==> config.mk <==
export PLATFORM = sky130hd
export DESIGN_NAME = reg_access_arbiter
export DESIGN_NICKNAME = d
export VERILOG_FILES = /design/src/rtl/reg_ctrl_pkg.sv /design/src/rtl/rr_pick.sv /design/src/rtl/reg_access_arbiter.sv
export SDC_FILE = /design/constraint.sdc
export NUM_CORES = 1
export LEC_CHECK = 0
export ABC_CLOCK_PERIOD_IN_PS = 8000
export CAP_MARGIN = 20
export CORE_UTILIZATION = 46
export DETAILED_ROUTE_END_ITERATION = 6
export HOLD_SLACK_MARGIN = 0.1
export PLACE_DENSITY = 0.93
export SLEW_MARGIN = 5
export SYNTH_ARGS = -nofsm -noshare
export SYNTH_HDL_FRONTEND = slang
export SYNTH_SLANG_ARGS = --single-unit
==> constraint.sdc <==
create_clock -name Clock -period 8 [get_ports Clock]
set_input_delay 1.2 -clock Clock [delete_from_list [all_inputs] [get_ports Clock]]
set_output_delay 1.2 -clock Clock [all_outputs]
set_load 0.03 [all_outputs]
==> src/rtl/reg_ctrl_pkg.sv <==
// Shared encodings for the register-bank access path: requester opcodes,
// register FunSel codes, arbiter/sequencer states and the latched command.
package reg_ctrl_pkg;

    localparam logic [2:0] OP_DEC        = 3'b000;
    localparam logic [2:0] OP_INC        = 3'b001;
    localparam logic [2:0] OP_LOAD       = 3'b010;
    localparam logic [2:0] OP_CLR        = 3'b011;
    localparam logic [2:0] OP_LOAD_BYTES = 3'b100;
    localparam logic [2:0] OP_WRLOW      = 3'b101;
    localparam logic [2:0] OP_WRHIGH     = 3'b110;
    localparam logic [2:0] OP_ILLEGAL    = 3'b111;

    localparam logic [2:0] FS_DEC    = 3'b000;
    localparam logic [2:0] FS_INC    = 3'b001;
    localparam logic [2:0] FS_LOAD   = 3'b010;
    localparam logic [2:0] FS_CLR    = 3'b011;
    localparam logic [2:0] FS_RSVD   = 3'b100;
    localparam logic [2:0] FS_WRLOW  = 3'b101;
    localparam logic [2:0] FS_WRHIGH = 3'b110;
    localparam logic [2:0] FS_SIGN   = 3'b111;

    typedef enum logic [1:0] {
        IDLE    = 2'd0,
        EXEC    = 2'd1,
        EXEC_HI = 2'd2,
        RESP    = 2'd3
    } state_e;

    // Command captured from the winning requester.
    typedef struct packed {
        logic [2:0]  op;
        logic [15:0] data;
    } cmd_t;

    // FunSel for the first (or only) execute cycle of a legal command.
    function automatic logic [2:0] op2fs(input logic [2:0] op);
        case (op)
            OP_DEC:        op2fs = FS_DEC;
            OP_INC:        op2fs = FS_INC;
            OP_LOAD:       op2fs = FS_LOAD;
            OP_CLR:        op2fs = FS_CLR;
            OP_LOAD_BYTES: op2fs = FS_WRLOW;
            OP_WRLOW:      op2fs = FS_WRLOW;
            OP_WRHIGH:     op2fs = FS_WRHIGH;
            default:       op2fs = FS_DEC;
        endcase
    endfunction

endpackage

==> src/rtl/rr_pick.sv <==
// Combinational round-robin pick: first set request at or after ptr,
// scanning upward modulo N. Returns one-hot winner, its index and a valid flag.
module rr_pick #(
    parameter int N     = 4,
    parameter int IDX_W = $clog2(N)
) (
    input  logic [N-1:0]     req,
    input  logic [IDX_W-1:0] ptr,
    output logic [N-1:0]     gnt,
    output logic [IDX_W-1:0] idx,
    output logic             any
);

    // Priority scan starting at ptr; the first hit locks out the rest.
    always_comb begin
        int j;
        logic [IDX_W-1:0] jj;
        gnt = '0;
        idx = '0;
        any = 1'b0;
        for (int i = 0; i < N; i++) begin
            j = int'(ptr) + i;
            if (j >= N) j = j - N;
            jj = IDX_W'(j);
            if (!any && req[jj]) begin
                any     = 1'b1;
                gnt[jj] = 1'b1;
                idx     = jj;
            end
        end
    end

endmodule

==> src/rtl/reg_access_arbiter.sv <==
// Round-robin arbiter and sequencer in front of a bank of 16-bit registers.
// One command in flight; each becomes a 1- or 2-cycle register operation
// followed by a one-cycle Done/Err response.
module reg_access_arbiter
    import reg_ctrl_pkg::*;
#(
    parameter int NUM_REQ = 4,
    parameter int NUM_REG = 4,
    parameter int RSEL_W  = $clog2(NUM_REG)
) (
    input  logic                      Clock,
    input  logic                      Reset,
    input  logic [NUM_REQ-1:0]        Req,
    input  logic [3*NUM_REQ-1:0]      Op,
    input  logic [RSEL_W*NUM_REQ-1:0] RegSel,
    input  logic [16*NUM_REQ-1:0]     Data,
    output logic [NUM_REQ-1:0]        Gnt,
    output logic [NUM_REQ-1:0]        Done,
    output logic                      Err,
    output logic                      Busy,
    output logic [NUM_REG-1:0]        RegE,
    output logic [2:0]                RegFunSel,
    output logic [15:0]               RegI
);

    localparam int IDX_W = $clog2(NUM_REQ);

    state_e               state, state_nxt;
    logic [IDX_W-1:0]     ptr;
    logic [IDX_W-1:0]     win;
    logic [NUM_REQ-1:0]   win_oh;
    cmd_t                 cmd;
    logic [RSEL_W-1:0]    sel;

    logic [NUM_REQ-1:0]   pick_oh;
    logic [IDX_W-1:0]     pick_idx;
    logic                 pick_any;
    cmd_t                 pick_cmd;
    logic [RSEL_W-1:0]    pick_sel;

    logic [NUM_REG-1:0]   sel_oh;
    logic                 illegal;

    rr_pick #(.N(NUM_REQ), .IDX_W(IDX_W)) u_pick (
        .req (Req),
        .ptr (ptr),
        .gnt (pick_oh),
        .idx (pick_idx),
        .any (pick_any)
    );

    // Mux the winner's command fields out of the flattened request buses.
    always_comb begin
        pick_cmd = '0;
        pick_sel = '0;
        for (int k = 0; k < NUM_REQ; k++) begin
            if (pick_idx == IDX_W'(k)) begin
                pick_cmd.op   = Op[3*k +: 3];
                pick_cmd.data = Data[16*k +: 16];
                pick_sel      = RegSel[RSEL_W*k +: RSEL_W];
            end
        end
    end

    // A select past the bank shifts the bit out, leaving sel_oh empty; that
    // doubles as the out-of-range check without a width-dependent compare.
    always_comb begin
        sel_oh  = NUM_REG'(1) << sel;
        illegal = (cmd.op == OP_ILLEGAL) || (sel_oh == '0);
    end

    // State register.
    always_ff @(posedge Clock or negedge Reset) begin
        if (!Reset) state <= IDLE;
        else        state <= state_nxt;
    end

    // Capture the winner in IDLE; advance the round-robin pointer in RESP.
    always_ff @(posedge Clock or negedge Reset) begin
        if (!Reset) begin
            ptr    <= '0;
            win    <= '0;
            win_oh <= '0;
            cmd    <= '0;
            sel    <= '0;
        end else begin
            if (state == IDLE && pick_any) begin
                win    <= pick_idx;
                win_oh <= pick_oh;
                cmd    <= pick_cmd;
                sel    <= pick_sel;
            end
            if (state == RESP)
                ptr <= (win == IDX_W'(NUM_REQ - 1)) ? '0 : win + 1'b1;
        end
    end

    // Next state and output decode, purely from registered state.
    always_comb begin
        state_nxt = state;
        Gnt       = '0;
        Done      = '0;
        Err       = 1'b0;
        RegE      = '0;
        RegFunSel = FS_DEC;
        RegI      = 16'h0000;
        Busy      = (state != IDLE);
        case (state)
            IDLE: begin
                if (pick_any) state_nxt = EXEC;
            end
            EXEC: begin
                Gnt = win_oh;
                if (!illegal) begin
                    RegE      = sel_oh;
                    RegFunSel = op2fs(cmd.op);
                    case (cmd.op)
                        OP_LOAD, OP_WRLOW, OP_WRHIGH: RegI = cmd.data;
                        OP_LOAD_BYTES:                RegI = {8'h00, cmd.data[7:0]};
                        default:                      RegI = 16'h0000;
                    endcase
                end
                state_nxt = (!illegal && cmd.op == OP_LOAD_BYTES) ? EXEC_HI : RESP;
            end
            EXEC_HI: begin
                RegE      = sel_oh;
                RegFunSel = FS_WRHIGH;
                RegI      = {8'h00, cmd.data[15:8]};
                state_nxt = RESP;
            end
            RESP: begin
                Done      = win_oh;
                Err       = illegal;
                state_nxt = IDLE;
            end
            default: state_nxt = IDLE;
        endcase
    end

endmodule

======== After elaboration in Yosys (flattened, before gate mapping) ========
Cells that the tools add are included.
Widths: inputs -> output; s select.
word-level totals
  flip-flop bits (word level) ............. 31
  input port bits ......................... 90
  output and inout bits ................... 33
  logic and storage cells ................. 121
cells by class
  $add $sub $neg .......................... 8
  magnitude comparators ................... 12
  equality and inequality tests ........... 15
  shift operators ......................... 1
  mux-type cells .......................... 55
  bitwise gates (word level) .............. 3
  reduce and logical (&&, ||, !) cells .... 20
operators by type and width
  cell                 number
  $mux 19              4
  $pmux 16 s2          2
  $mux 2               14
  $mux 4               7
  $mux 16              1
  $pmux 3 s5           1
  $mux 1               14
  $eq 3x3->1 const B   4
  $lt 2x3->1 const B   4
  $or 4x4->4           3
  $eq 2x2->1 const B   5
  $ge 3x3->1 const B   3
  $logic_and 1x1->1    9
  $bmux 1 s2           4
  $demux 1 s2          4
  $ge 2x1->1 const B   4
  $pmux 2 s4           1
  $pmux 4 s2           1
  $sub 2x1->2 const B  4
  $add 2x2->3 const B  2
  $eq 3x2->1 const B   2
  $pmux 3 s2           1
  $eq 2x1->1 const B   2
  $logic_not 1->1      4
  other kinds (13)     14

======== Depth between registers and ports, before layout ========
Gate-level depths: netlist of the first run.
  word-level depth ........................ 19
  depth in mapped cells ................... 11
  gate-level depth less buffers ........... 8

======== By module ========
A second synthesis of the first run with hierarchy kept.
second synthesis, totals
  cell total of the unflattened synthesis .. 249
  area total of the unflattened synthesis .. 2573.7 µm²
by module, submodules not included
  module              times used  cells an instance  area each (µm²)
  reg_access_arbiter  1           204                2154.6
  rr_pick             1           45                 419.2

======== Worst setup path before layout of the first run ========
OpenSTA, ideal clock, no wires.
  kind .................................... register to register
  from .................................... reg ptr[0]
  to ...................................... reg cmd[17] (netlist name)
  arrival time ............................ 3.020 ns
  setup slack ............................. 4.854 ns
  cell stages (with the launch flop) ...... 11
  buffers on the path ..................... 2
  cells stage by stage .................... dfrtp_1 > buf_2 > inv_1 > ha_1 > mux4_2 > nor2_4 > o211ai_4 > and2_4 > buf_6 > mux2_4 > a221o_1
between the ends
  word-level cells in the longest chain between the ends .. 19
  elaborated cells between the ends (all ways) .. 46
  classes of those cells .................. 7 x add/sub; 4 x order compare; 3 x eq/ne; 24 x mux; 8 x reduce/logical
RTL lines
  element                                               line                      text
  from (decl)                                           reg_access_arbiter.sv:29  logic [IDX_W-1:0] ptr;
  from (signal assigned)                                reg_access_arbiter.sv:94  ptr <= (win == IDX_W'(NUM_REQ - 1)) ? '0 : win + 1'b1;
  branches (longest 19 deep; another with $add 2x1->3)  -
  to (signal assigned)                                  reg_access_arbiter.sv:90  cmd <= pick_cmd;
  to (decl)                                             reg_access_arbiter.sv:32  cmd_t cmd;
Parallel ways; which one is timed is not known. The select of a mux whose other input is x is not followed.
A chain may end at the register's enable or synchronous reset.

======== Worst setup path in the final report of the first run ========
  from .................................... in Req[3]
  to ...................................... reg cmd[17] (netlist name)
between the ends
  word-level cells in the longest chain between the ends .. 17
  elaborated cells between the ends (all ways) .. 31
  classes of those cells .................. 3 x eq/ne; 20 x mux; 8 x reduce/logical
RTL lines
  element                       line                      text
  from (decl)                   reg_access_arbiter.sv:13  input logic [NUM_REQ-1:0] Req,
  $bmux 1 s2                    rr_pick.sv:25             if (!any && req[jj]) begin
  $mux 1 (implied by the code)  rr_pick.sv:25
  $mux 1                        rr_pick.sv:25
  $logic_not 1->1               rr_pick.sv:25
  $logic_and 1x1->1             rr_pick.sv:25
  $mux 1                        rr_pick.sv:25
  $logic_not 1->1               rr_pick.sv:25
  $logic_and 1x1->1             rr_pick.sv:25
  $mux 1                        rr_pick.sv:25
  $logic_not 1->1               rr_pick.sv:25
  $logic_and 1x1->1             rr_pick.sv:25
  $mux 2                        rr_pick.sv:25
  $logic_not 2->1               reg_access_arbiter.sv:57  if (pick_idx == IDX_W'(k)) begin
  $mux 19 (4 in series)         reg_access_arbiter.sv:57
Several ways; a longest one is shown, not always the timed one. The select of a mux whose other input is x is not followed.

==> flow_summary.yaml, run 1 <==
floorplanning:
  die_y_um: 78.2
  fp.dieW_um: 78.2
  initial_core_util_pct: 48.2
  io_pins: 123
  dieArea_um2: 6110
  core_area_um2: 5540
  rows: 27
detailed_routing:
  wl_per_cell_um: 16.7
  remaining_drc_errors: 0
  via_per_inst: 5.86
  dr.first_iter.drc_count: 223
  postRouteAntennaNets: 0
  routed_wl_um: 8430
  num_vias: 2955
  drtPass1Iterations: 5
setup_path:
  worst_ep_required_time_ps: 8160
  cp-end-kind: "register"
  start_kind: "input pin"
  critPathKind: "in -> reg"
  ff2ff_path_depth: 8
  worstPathMaxFanout: 42
  arrival_ps: 4260
sta:
  drv_slew: 0
  fin_worst_skew_ps: 4.96
  worst_slack_ps: 3910
  finalSetupViolations: 0
  hold_viol_final: 0
  fin_crit_ps: 4090
  fin_tns_setup_ps: 0
  relSlewSlack_pct: 36.1
  fmax_mhz: 244
  tightest_slew_ps: 958
  rsz0062_at_grt: "false"
  period_share_pct: 51.2
synth:
  synth_area_leaders: "dfrtp_1, a32oi_1, ha_1"
  yosys_warnings: 0
  synthFlopType: "dfrtp_1"
  synth_top_area_share_pct: 29.1
  ys_async_sr_fraction_pct: 100
  synthCells: 324
  yosysTopAreaCell: "dfrtp_1"
  seq_area_frac_synth_pct: 29.1
  ys_types: 42
  synth_fp_nets: 428
  synth_edf_count: 0
  synth-seq-cells: 31
  syn_avg_cell_area_um2: 8.24
  post_synth_instance_area_um2: 2670
placed_design:
  place_inst: 496
  place.gp.congestion: 0.826
  pre_cts_ws_ps: 3670
  portBuffers: 122
  dp_hpwl_um: 6040
cells_and_area:
  fin_cells: 504
  regArea_um2: 776
  drive_gt1_share_pct: 5.56
  syn2layout_area_growth_pct: 50.9
  fillers: 415
  n_antenna_cell: 0
  final_nets: 537
  multi_input_area_um2: 1790
  mostFrequentLayoutCell: "clkdlybuf4s50_1"
  final_cell_mix: "clkdlybuf4s50_1, nand2_1, o21ai_0"
cts:
  cts_made_buffers: 5
  post_cts_buffers: 0
  clock_path_buffers: 2
  cts_resized: 0
  clkSinkCount: 31
  h-tree-depth: 2
  cts-root-buf: "clkbuf_8"
  clk_latency_ps: 290
  hold_buffers: 0
  cts_tree: "built"
  clk_pin_slew_ps: 60
power_and_ir_drop:
  ir_worst_vdd_mv: 0.236
  power_w: 0.00142
  p_leak_nw: 1.62
  p_per_area_nw_per_um2: 352
grt:
  antenna_found_initial: 0
  grt_start_max_net_pins: 43
  grt_usage_pct: 27.6
  grt_pass1_vias: 2827
  overflow: 0
  grt_pass1_wl_um: 13300
job:
  drv_cap: 0
status:
  status: "completed"
min_path:
  whs_path_depth: 2
  hp-class: "reg -> reg"
==> state kept, by name, indices dropped and copies added, names as in the netlist <==
register,count
ptr,2
win_oh,4
sel,2
win,2
state,2
cmd,19
==> routing by layer <==
metal	global-route usage [%]	up-vias	routed length (um)
li1	-	1419	-
met1	33.1	1372	3340
met2	48.4	145	4290
met3	5.47	19	619
met4	10.2	0	185
met5	0	-	0
==> worst paths after layout <==
kind                            slack (ps)    from  endpoint
worst max register to register        3960  ptr[0]   cmd[17]
max in group asynchronous             6390   Reset   cmd[18]
min in group asynchronous             1310   Reset  state[0]
worst min-delay path                   490  win[1]    win[1]
worst max-delay path                  3910  Req[3]   cmd[17]
worst min register to register         490  win[1]    win[1]
==> metrics by stage <==
stage	instance area [um2]	util [%]	hold slack, ps
6_report	4030	72.7	495
5_1_grt	4030	72.7	529
2_1_floorplan	2670	-	454
4_1_cts	3990	72.1	498
3_5_place_dp	3920	70.8	485
3_3_place_gp	3920	70.8	469
==> cells by family after synthesis <==
logic type | synth area share, %
AOI/OAI and AO/OA | 28.7
adders and majority gates | 6.56
buffers and inverters | 4.87
DFF | 29.1
muxes | 4.31
and+or+nand+nor | 26.5
==> worst max-delay path, stage by stage <==
cell	delay, ps
clkdlybuf4s50_1	530
mux4_2	520
nor2b_4	170
o211ai_4	710
and2_4	440
mux2_4	330
a221o_1	350
==> report_power, final <==
group	leakage [nW]	internal, W	switching, W	total (W)
Combinational	1.20	0.000413	0.000574	0.000988
Clock	0.0371	0.0000578	0.0000554	0.000113
Sequential	0.384	0.000235	0.0000838	0.000319
Total	1.62	0.000706	0.000713	0.00142
==> Yosys cell counts, types with 3 or more instances <==
cell / n
nand2_1: 35
o21ai_0: 34
dfrtp_1: 31
nand3_1: 26
clkbuf_1: 22
a32oi_1: 21
and3_1: 21
a21boi_0: 20
and2_1: 16
ha_1: 14
a21oi_1: 12
a22oi_1: 12
nor2b_1: 9
inv_1: 7
nor2_1: 5
mux4_2: 4
nand2b_1: 4
nand3b_1: 3
==> final cells by class <==
class                   count  share of cell area [%]
multi-input cells         261                    44.3
inverters                   7                   0.652
clock buffers               6                    1.80
repair buffers            127                    31.7
well taps                  72                    2.24
flip-flops and latches     31                    19.3
(Power assumes the default switching activity.)
==> run 2: changes to the inputs <==
ABC_CLOCK_PERIOD_IN_PS = 4100   (was 8000)
CORE_UTILIZATION = 42   (was 46)
PLACE_DENSITY = 0.86   (was 0.93)
clock period = 4.1 ns   (was 8 ns; I/O delays follow)
==> run 2 against run 1 <==
Sequential power increased by 96%. Largest power group unchanged. Core utilization decreased by 4.8 points. Total power increased by 100%. Design area increased by 1.6%. Clock skew about the same. Die area increased by 9.3%. Clock power increased to 2.8 times the previous value. First-iteration DRC count decreased by 2.2%. Global-route usage decreased by 0.42 points.
==> flow_summary.yaml, run 2 (synthesis results as in run 1) <==
cells_and_area:
  mostFrequentLayoutCell: "clkdlybuf4s50_1"
  fin_util_pct: 67.9
  syn2layout_area_growth_pct: 53.3
  largest_reg_flops: 19
  final_nets: 540
  max_flop_register: "cmd"
  final_cell_mix: "clkdlybuf4s50_1, nand2_1, o21ai_0"
  top_regs: "cmd x19, win_oh x4"
  drive_gt1_share_pct: 6.86
  n_antenna_cell: 0
detailed_routing:
  wl_per_cell_um: 17.0
  remaining_drc_errors: 0
  num_vias: 3014
  dr.first_iter.drc_count: 218
  drtPass1Iterations: 5
  via_per_inst: 5.89
  postRouteAntennaNets: 0
  routed_wl_um: 8720
floorplanning:
  initial_core_util_pct: 44.3
  core_area_um2: 6030
  fp.dieW_um: 81.7
  dieArea_um2: 6680
  io_pins: 123
  die_y_um: 81.7
  rows: 28
sta:
  drv_slew: 0
  hold_viol_final: 0
  period_share_pct: 87.2
  relSlewSlack_pct: 55.9
  tightest_slew_ps: 661
  fin_tns_setup_ps: 0
  rsz0062_at_grt: "false"
  fin_crit_ps: 3580
  finalSetupViolations: 0
  fin_worst_skew_ps: 5.20
  fmax_mhz: 280
grt:
  grt_pass1_vias: 2895
  overflow: 0
  grt_pass1_wl_um: 13600
  met1_usage_pct: 33.6
  antenna_found_initial: 0
  grtUsageMet3_pct: 3.89
  grt-busiest-layer: "met2"
  grt_usage_pct: 27.1
  grt_start_max_net_pins: 42
  met2_usage_pct: 46.6
setup_path:
  arrival_ps: 3800
  critPathKind: "reg -> reg"
  reg2reg_from: "ptr[0]"
  start_kind: "register"
  worstPathMaxFanout: 41
  worst_ep_required_time_ps: 4330
  ff2ff_path_depth: 10
  cp-end-kind: "register"
  r2r-end: "cmd[12]"
  r2r_slack_ps: 520
power_and_ir_drop:
  p_per_area_nw_per_um2: 704
  ir_worst_vdd_mv: 0.436
  p_leak_nw: 1.65
job:
  drv_cap: 0
min_path:
  min-delay-start: "win_oh[0]"
  hold_end: "win_oh[0]"
  hp-class: "reg -> reg"
  whs_path_depth: 2
cts:
  clk_latency_ps: 290
  h-tree-depth: 2
  hold_buffers: 0
  cts-root-buf: "clkbuf_8"
  clkSinkCount: 31
  clk_pin_slew_ps: 70
  post_cts_buffers: 0
  cts_resized: 0
  cts_tree: "built"
  cts_made_buffers: 5
  clock_path_buffers: 2
placed_design:
  portBuffers: 122
  dp_hpwl_um: 6500
  place.gp.congestion: 0.830
status:
  status: "completed"
run 2: through the flow:
stage          hold slack (ps)  power [W]  cells  instance area, um2  worst slack (ps)
2_1_floorplan              319    0.00192    324                2670               954
3_3_place_gp               468    0.00244    504                3980               743
3_5_place_dp               485    0.00253    504                3980               587
4_1_cts                    500    0.00286    512                4090               561
5_1_grt                    551    0.00309    512                4090               329
6_report                   500    0.00288    512                4090               524
run 2: power breakdown:
group | internal [W] | switching, W
Clock | 0.000197 | 0.000124
Combinational | 0.000814 | 0.00112
Sequential | 0.000458 | 0.000167
run 2: layer usage:
metal	vias up	routed length, um
li1	1420	-
met4	0	210
met1	1426	3490
met3	19	526
met5	-	0
met2	149	4490
run 2: critical path, cell delays in order, from the launching register on:
cell and delay [ps]:
dfrtp_1 770, inv_1 300, ha_1 480, mux4_2 650, nor2_4 190, o211ai_4 90
buf_4 250, a221oi_2 290, buf_4 300, nand2_1 100, nand3_1 90
run 2: how the worst max path moves through the flow:
stage | depth (start not counted) | slack (ps) | endpoint | startpoint
floorplan | 10 | 950 | cmd[17] | ptr[0]
global placement | 8 | 740 | cmd[17] | ptr[0]
detailed placement | 9 | 590 | cmd[1] | ptr[0]
CTS | 10 | 560 | cmd[12] | ptr[0]
global route | 9 | 330 | cmd[7] | ptr[0]
finish | 10 | 520 | cmd[12] | ptr[0]
run 2: layout make-up:
type | instances | area, um2
clock inverters | 2 | 35.0
well taps | 75 | 93.8
repair buffers | 130 | 1290
flip-flops and latches | 31 | 776
fillers | 490 | 1930
inverters | 7 | 26.3
clock buffers | 6 | 82.6
multi-input cells | 261 | 1790
==> run 3: changes to the inputs <==
CORE_UTILIZATION = 43   (was 42)
CTS_BUF_LIST = sky130_fd_sc_hd__clkbuf_2   (was not set)
PLACE_DENSITY = 0.88   (was 0.86)
==> run 3 against run 2 <==
First-iteration DRC count is 11% lower. Die area fell by 2.3%. Critical endpoint is now RegI[2]. Clock power is 51% lower. Maximum frequency is 0.31% lower.
==> flow_summary.yaml, run 3 (synthesis results as in run 1) <==
status:
  status: "completed"
power_and_ir_drop:
  p_leak_nw: 1.62
  p_per_area_nw_per_um2: 676
  ir_worst_vdd_mv: 0.339
min_path:
  whs_path_depth: 2
  min-delay-start: "win_oh[3]"
  hp-class: "reg -> reg"
  hold_end: "win_oh[3]"
setup_path:
  critPathSlowestCell: "clkdlybuf4s50_1"
  arrival_ps: 2970
  worst_ep_required_time_ps: 3480
  reg2reg_from: "ptr[1]"
  start_kind: "register"
  cp_top_family: "buffers and inverters"
  r2r-end: "cmd[17]"
  cp_num_buf_inv: 2
  critPathKind: "reg -> out"
  cp_cell_sequence: "inv_1 -> ha_1 -> a21boi_1 -> a22oi_1 -> nor2b_1 -> clkdlybuf4s50_1"
  r2r_slack_ps: 740
  worstPathMaxFanout: 10
  worstSetupPathDepth: 6
  critPathMaxStageDelay_ps: 710
  cp-startpoint: "state[1]"
  cp-end-kind: "primary output"
  ff2ff_path_depth: 8
floorplanning:
  initial_core_util_pct: 44.8
  dieArea_um2: 6530
  core_area_um2: 5960
  die_y_um: 80.8
  io_pins: 123
  rows: 28
  fp.dieW_um: 80.8
cts:
  clkSinkCount: 31
  cts_tree: "built"
  post_cts_buffers: 0
  hold_buffers: 0
  clk_pin_slew_ps: 170
  cts_made_buffers: 5
  h-tree-depth: 2
  cts-root-buf: "clkbuf_2"
  clk_latency_ps: 390
  clock_path_buffers: 2
  cts_resized: 0
detailed_routing:
  drtPass1Iterations: 5
  postRouteAntennaNets: 0
  via_per_inst: 5.88
  remaining_drc_errors: 0
  num_vias: 3011
  dr.first_iter.drc_count: 195
  wl_per_cell_um: 16.5
  routed_wl_um: 8470
cells_and_area:
  final_nets: 540
  n_antenna_cell: 0
  fin_cells: 512
  max_flop_register: "cmd"
  drive_gt1_share_pct: 6.86
  fin_util_pct: 67.4
  top_regs: "cmd x19, win_oh x4"
  syn2layout_area_growth_pct: 50.4
  mostFrequentLayoutCell: "clkdlybuf4s50_1"
  largest_reg_flops: 19
  final_cell_mix: "clkdlybuf4s50_1, nand2_1, o21ai_0"
grt:
  grt_usage_pct: 26.7
  grt_pass1_vias: 2768
  grt_pass1_wl_um: 13300
  grt_start_max_net_pins: 42
  antenna_found_initial: 0
  overflow: 0
sta:
  fin_crit_ps: 3590
  holdWs_ps: 517
  fmax_mhz: 279
  tightest_slew_ps: 615
  drv_slew: 0
  finalSetupViolations: 0
  fin_worst_skew_ps: 17.9
  relSlewSlack_pct: 58.9
  fin_tns_setup_ps: 0
  rsz0062_at_grt: "false"
  period_share_pct: 87.5
  hold_viol_final: 0
placed_design:
  place.gp.congestion: 0.818
  place_inst: 504
  portBuffers: 122
  dp_hpwl_um: 6360
job:
  drv_cap: 0
run 3: cell types whose count changed in the layout (fill, tap and decap cells not counted):
cell       delta
clkbuf_2      +7
bufinv_16     -1
clkbuf_8      -6
run 3: where the power goes:
part	switching (W)	leakage, nW	internal, W	total [W]
logic	0.00115	1.21	0.000815	0.00196
registers	0.000141	0.384	0.000456	0.000597
clock network	0.000111	0.0330	0.0000465	0.000158
total	0.00140	1.62	0.00132	0.00272
run 3: through the flow:
| step | total power [W] | setup slack, ps | instance area, um2 |
|---|---|---|---|
| after floorplan | 0.00192 | 954 | 2670 |
| after global placement | 0.00244 | 767 | 3980 |
| after global routing | 0.00293 | 278 | 4020 |
| after CTS | 0.00269 | 592 | 4020 |
| after detailed placement | 0.00253 | 654 | 3980 |
| final | 0.00272 | 513 | 4020 |
run 3: how the worst max path moves through the flow:
stage               to  slack, ps
2_1_floorplan  cmd[17]        950
3_5_place_dp   cmd[17]        650
4_1_cts        RegI[2]        590
5_1_grt        RegI[1]        280
3_3_place_gp   cmd[17]        770
6_report       RegI[2]        510
run 3: worst reg2reg max path: stages (launching register included):
cell and delay (ps):
dfrtp_1 580, inv_1 190, ha_1 450, mux4_2 660, nor2_4 200, o211ai_4 200, and2_4 320, mux2_4 320
a221o_1 340
run 3: metal layers:
layer | up-vias | global-route usage, % | part of all wire, %
met5 | - | 0 | 0
met3 | 19 | 3.82 | 6.3
met1 | 1423 | 33.9 | 41
met4 | 0 | 7.68 | 1.6
li1 | 1426 | - | -
met2 | 143 | 46.8 | 51
run 3: cell type report:
type,count,area [um2]
inverter,7,26.3
sequential,31,776
clock buffer,7,35.0
fill,486,1940
clock inverter,1,5.00
tap,75,93.8
timing repair buffer,130,1290
multi-input combinational,261,1790
